### src/rtl/encrypt_stage_3.sv
`default_nettype none
// ============================================================================
// Module   : encrypt_stage_3
// Summary  : Keys 60-bit plaintext with an LFSR-derived additive mask and packs
//            {cipher, key, tag} frames through a 2-stage valid/ready pipeline.
//            Optional LFSR reseed port compiled in with ENC3_RESEED_EN.
// Revision : 1.0
// ============================================================================
module encrypt_stage_3 #(
   parameter logic [10:0] LFSR_SEED = 11'h001,
   parameter logic [10:0] LFSR_MASK = 11'h500
) (
   input  logic        Clk,
   input  logic        Rst,
`ifdef ENC3_RESEED_EN
   input  logic        seed_load,
   input  logic [10:0] seed_val,
`endif
   input  logic        in_valid,
   output logic        in_ready,
   input  logic [59:0] in_data,
   output logic        out_valid,
   input  logic        out_ready,
   output logic [77:0] out_data
);

   localparam logic [5:0] c_TAG_ONE = 6'd1;

   logic        r_s1_valid;
   logic [59:0] r_s1_pt;
   logic [10:0] r_s1_key;
   logic [5:0]  r_s1_tag;
   logic [10:0] r_lfsr;
   logic [5:0]  r_tag;
   logic        r_out_valid;
   logic [77:0] r_out_data;

   logic        w_s2_free;
   logic        w_accept;
   logic        w_s1_to_s2;
   logic [10:0] w_lfsr_adv;
   logic [10:0] w_lfsr_nxt;
   logic [5:0]  w_tag_nxt;
   logic [59:0] w_b;
   logic [60:0] w_x;
   logic [60:0] w_y;
   logic [77:0] w_frame;

   assign w_s2_free  = !r_out_valid || out_ready;
   assign in_ready   = !r_s1_valid || w_s2_free;
   assign w_accept   = in_valid && in_ready;
   assign w_s1_to_s2 = r_s1_valid && w_s2_free;

   // Galois step: shift right, fold the feedback mask in when bit 0 falls out
   assign w_lfsr_adv = {1'b0, r_lfsr[10:1]} ^ (r_lfsr[0] ? LFSR_MASK : 11'h000);

   always_comb begin
      w_lfsr_nxt = r_lfsr;
      w_tag_nxt  = r_tag;
      if (w_accept) begin
         w_lfsr_nxt = w_lfsr_adv;
         w_tag_nxt  = r_tag + c_TAG_ONE;
      end
`ifdef ENC3_RESEED_EN
      // Reseed overrides the advance; the word accepted now already holds the old key
      if (seed_load) begin
         w_lfsr_nxt = (seed_val == 11'h000) ? LFSR_SEED : seed_val;
         w_tag_nxt  = 6'd0;
      end
`endif
   end

   always_ff @(posedge Clk) begin
      if (Rst) begin
         r_lfsr <= LFSR_SEED;
         r_tag  <= 6'd0;
      end else begin
         r_lfsr <= w_lfsr_nxt;
         r_tag  <= w_tag_nxt;
      end
   end

   always_ff @(posedge Clk) begin
      if (Rst) begin
         r_s1_valid <= 1'b0;
         r_s1_pt    <= '0;
         r_s1_key   <= '0;
         r_s1_tag   <= '0;
      end else if (w_accept) begin
         r_s1_valid <= 1'b1;
         r_s1_pt    <= in_data;
         r_s1_key   <= r_lfsr;
         r_s1_tag   <= r_tag;
      end else if (w_s1_to_s2) begin
         r_s1_valid <= 1'b0;
      end
   end

   // Key expansion mask, alternating true and inverted copies of the key
   assign w_b = {r_s1_key[4:0], r_s1_key, ~r_s1_key, r_s1_key, r_s1_key, ~r_s1_key};

   // Even-parity bit sits below the plaintext; carry out of bit 60 is dropped
   assign w_x     = {r_s1_pt, ^r_s1_pt};
   assign w_y     = w_x + {1'b0, w_b};
   assign w_frame = {w_y, r_s1_key, r_s1_tag};

   always_ff @(posedge Clk) begin
      if (Rst) begin
         r_out_valid <= 1'b0;
         r_out_data  <= '0;
      end else if (w_s1_to_s2) begin
         r_out_valid <= 1'b1;
         r_out_data  <= w_frame;
      end else if (out_ready) begin
         r_out_valid <= 1'b0;
      end
   end

   assign out_valid = r_out_valid;
   assign out_data  = r_out_data;

endmodule
`default_nettype wire

### config.mk
export PLATFORM = sky130hd
export DESIGN_NAME = encrypt_stage_3
export DESIGN_NICKNAME = d
export VERILOG_FILES = /design/src/rtl/encrypt_stage_3.sv
export SDC_FILE = /design/constraint.sdc
export NUM_CORES = 1
export LEC_CHECK = 0
export ABC_AREA = 1
export CAP_MARGIN = 20
export CORE_UTILIZATION = 45
export DETAILED_ROUTE_END_ITERATION = 8
export GPL_ROUTABILITY_DRIVEN = 0
export GPL_TIMING_DRIVEN = 0
export PLACE_DENSITY = 0.66
export SLEW_MARGIN = 5
export SYNTH_ARGS = -nofsm -noshare
export SYNTH_HDL_FRONTEND = slang
export SYNTH_SLANG_ARGS = --single-unit
export TNS_END_PERCENT = 5
### constraint.sdc
create_clock -name Clk -period 4.6 [get_ports Clk]
set_input_delay 0.92 -clock Clk [delete_from_list [all_inputs] [get_ports Clk]]
set_output_delay 0.92 -clock Clk [all_outputs]
set_load 0.005 [all_outputs]
==> impl_metrics.tcl <==
set metrics [dict create \
    synth_area_leader_cell "dfxtp_1" \
    synth_compound_area_frac 0.0980 \
    antenna_found_initial 0 \
    tightest_slew_ps 863 \
    diodes 0 \
    layout_setup_ws_ps 941 \
    clock_path_buffers 2 \
    syn_area_per_cell_um2 5.85 \
    min_to "r_lfsr[8]" \
    rr_worst_depth 25 \
    synthMuxAreaShare 0 \
    finalCritPeriodShare 0.795 \
    grt_usage 0.293 \
    relSlewSlack 0.425 \
    dp_hpwl_mm 32.9 \
    chipHeight_um 167 \
    synth.yosys.seq_area_share 0.270 \
    syn_nets 2214 \
    max-cap-violations 0 \
    portBuffers 142 \
    overflow 0 \
    hold_start "r_lfsr[8]" \
    hold_path.class "reg -> reg" \
    synth_top_area_frac 0.270 \
    dieArea_mm2 0.0278 \
    reg2reg_from "r_s1_pt[52]" \
    dp.cells 2565 \
    yosys.cell_count.top_type "nand2_1" \
    powerDensity_mw_per_mm2 316 \
    start_util 0.464 \
    rows 59 \
    synth-simple-area-share 0.377 \
    first_iter_violations 1173 \
    cts.repair.resized 0 \
    pin_count 144 \
    vdd_drop_max_v 0.000217 \
    crit_fanout 5 \
    viasPerCell 4.95 \
    fin_skew_ps 13.3 \
    synth_area_mm2 0.0122 \
    cts_sinks 165 \
    ys_types 40 \
    clock.fmax_ghz 0.273 \
    first_pass_iters 6 \
    grt_max_degree 19 \
    core_area_mm2 0.0264 \
    ys.flop_type "dfxtp_1" \
    dr_total_vias 12900 \
    endpoint_kind "register" \
    synthArstFlopShare 0 \
    synth_area_leaders "dfxtp_1 (27%), nand2_1 (19%), inv_1 (11%)" \
    yosys_warnings 0 \
    drt_wl_total_mm 40.2 \
    synth.ff_latch_count 165 \
    final.min_clock_period_ps 3660 \
    worstPathArrival_ps 3990 \
    grt_pass1_wl_mm 62.7 \
    cp.required_ps 4940 \
    hold_violations 0 \
    power_leakage_uw 0.00790 \
    synth_adder_area_share 0.0641 \
    wire_per_inst_um 15.5 \
    hold_depth 2 \
    insertion_delay_ps 450 \
    synth-edff-count 0 \
    num-nets-final 2375 \
    worstSetupStartpoint "r_s1_pt[52]" \
    grt_pass1_vias 11800 \
    worst-r2r-setup-slack_ps 940 \
    cts_tree "built" \
    post-route-drc-count 0 \
    finalPower_uw 4630 \
    rsz0062_at_grt "false" \
    synthToLayoutAreaGrowth_pct 20.1 \
    synth_top_family_by_area "simple AND/OR/NAND/NOR gates" \
    synthTopCellsByCount "nand2_1 (632), inv_1 (362), nor2_1 (347), dfxtp_1 (165), o21ai_0 (123)" \
    r2r-end "out_data[45]" \
    drive_above_1_share 0.0482 \
    synth-xor-area-share 0.0588 \
    h-tree-depth 4 \
    fp.dieW_um 167 \
    setup_viol 0 \
    finalSetupTns_ps 0 \
    ant_nets 0 \
    crit_type "reg -> reg" \
    cts_buffers 17 \
    pre_cts_slack_ps 1050 \
    cts-root-buf "clkbuf_16" \
    drv_slew 0 \
    finalNonFillerCells 2597 \
    syn_inst 2088 \
    hold_buffers 0 \
    final_util 0.557 \
    status "completed" \
    clkTransAtPathRegs_ps 80 \
    cts_setup_buffers 0 \
    crit_path_start_kind "register" \
]
report_power, final:
part	leakage, µW	total (µW)	internal (µW)	switching [µW]
clock network	0.000298	1530	787	739
logic	0.00624	1460	567	890
registers	0.00136	1650	1540	115
total	0.00790	4630	2890	1740
layout make-up:
class	count	area [µm²]
fillers	2652	11700
multi-input cells	1502	7310
flip-flops and latches	165	3300
repair buffers	142	1420
inverters	371	1390
clock buffers	18	429
well taps	335	419
plain buffers	50	215
clock inverters	14	184
cells in the final DEF (no fill, tap or decap), types with 38 or more instances in the layout:
master             n
ha_1              61
a21oi_1           78
xnor2_1           39
inv_1            362
xor2_1            43
nor2_1           347
nand2_1          632
dfxtp_1          165
nand3_1           73
o21ai_0          123
clkdlybuf4s50_1  142
clkbuf_1          38
state kept, by name, summed over array words and instances, names as in the netlist:
name and flops:
r_s1_key 3, out_data 78, out_valid 1, r_tag 6, r_s1_tag 6, r_lfsr 10
r_s1_valid 1, r_s1_pt 60
cells by family (layout without fill, tap and decap cells):
family | count (synthesis) | after routing
and+or+nand+nor | 1130 | 1130
DFF | 165 | 165
buffers and inverters | 421 | 595
adders and majority gates | 62 | 62
xor gates and xnor gates | 82 | 82
AOI/OAI and AO/OA | 228 | 228
worst max-delay path, cell delays in order (launching register included):
cell and delay, ps:
dfxtp_1 370, xnor2_1 270, inv_1 90, nand2_1 60, nand2_1 50, nand2_1 70, nand2_1 50, nand2_1 50
nand2_1 180, inv_1 110, nand2_1 60, nand2_1 70, inv_1 40, nand2_1 50, nand2_1 50, ha_1 220
fa_1 490, nand3_1 130, nand3_2 160, inv_1 90, nor2_1 50, o21ai_1 190, nand2_1 200, xor2_1 210
o21ai_0 170, inv_1 60
layer usage:
layer | part of all wire | vias up | track usage
met4 | 0.035 | 0 | 0.117
met3 | 0.063 | 76 | 0.0366
met2 | 0.42 | 425 | 0.456
met5 | 0 | - | 0
met1 | 0.48 | 5696 | 0.408
li1 | - | 6656 | -
worst max-delay path by stage:
stage | slack (ps) | end | depth (start not counted)
2_1_floorplan | 1710 | out_data[49] | 28
3_3_place_gp | 1130 | out_data[61] | 26
3_5_place_dp | 1050 | out_data[60] | 10
4_1_cts | 1040 | out_data[61] | 28
5_1_grt | 560 | out_data[61] | 26
6_report | 940 | out_data[45] | 25
per-stage QoR:
stage | cell area [µm²] | hold WS [ps]
3_3_place_gp | 14100 | 461
2_1_floorplan | 12200 | 443
4_1_cts | 14700 | 483
5_1_grt | 14700 | 507
6_report | 14700 | 486
3_5_place_dp | 14100 | 471
(Power assumes the default switching activity.)
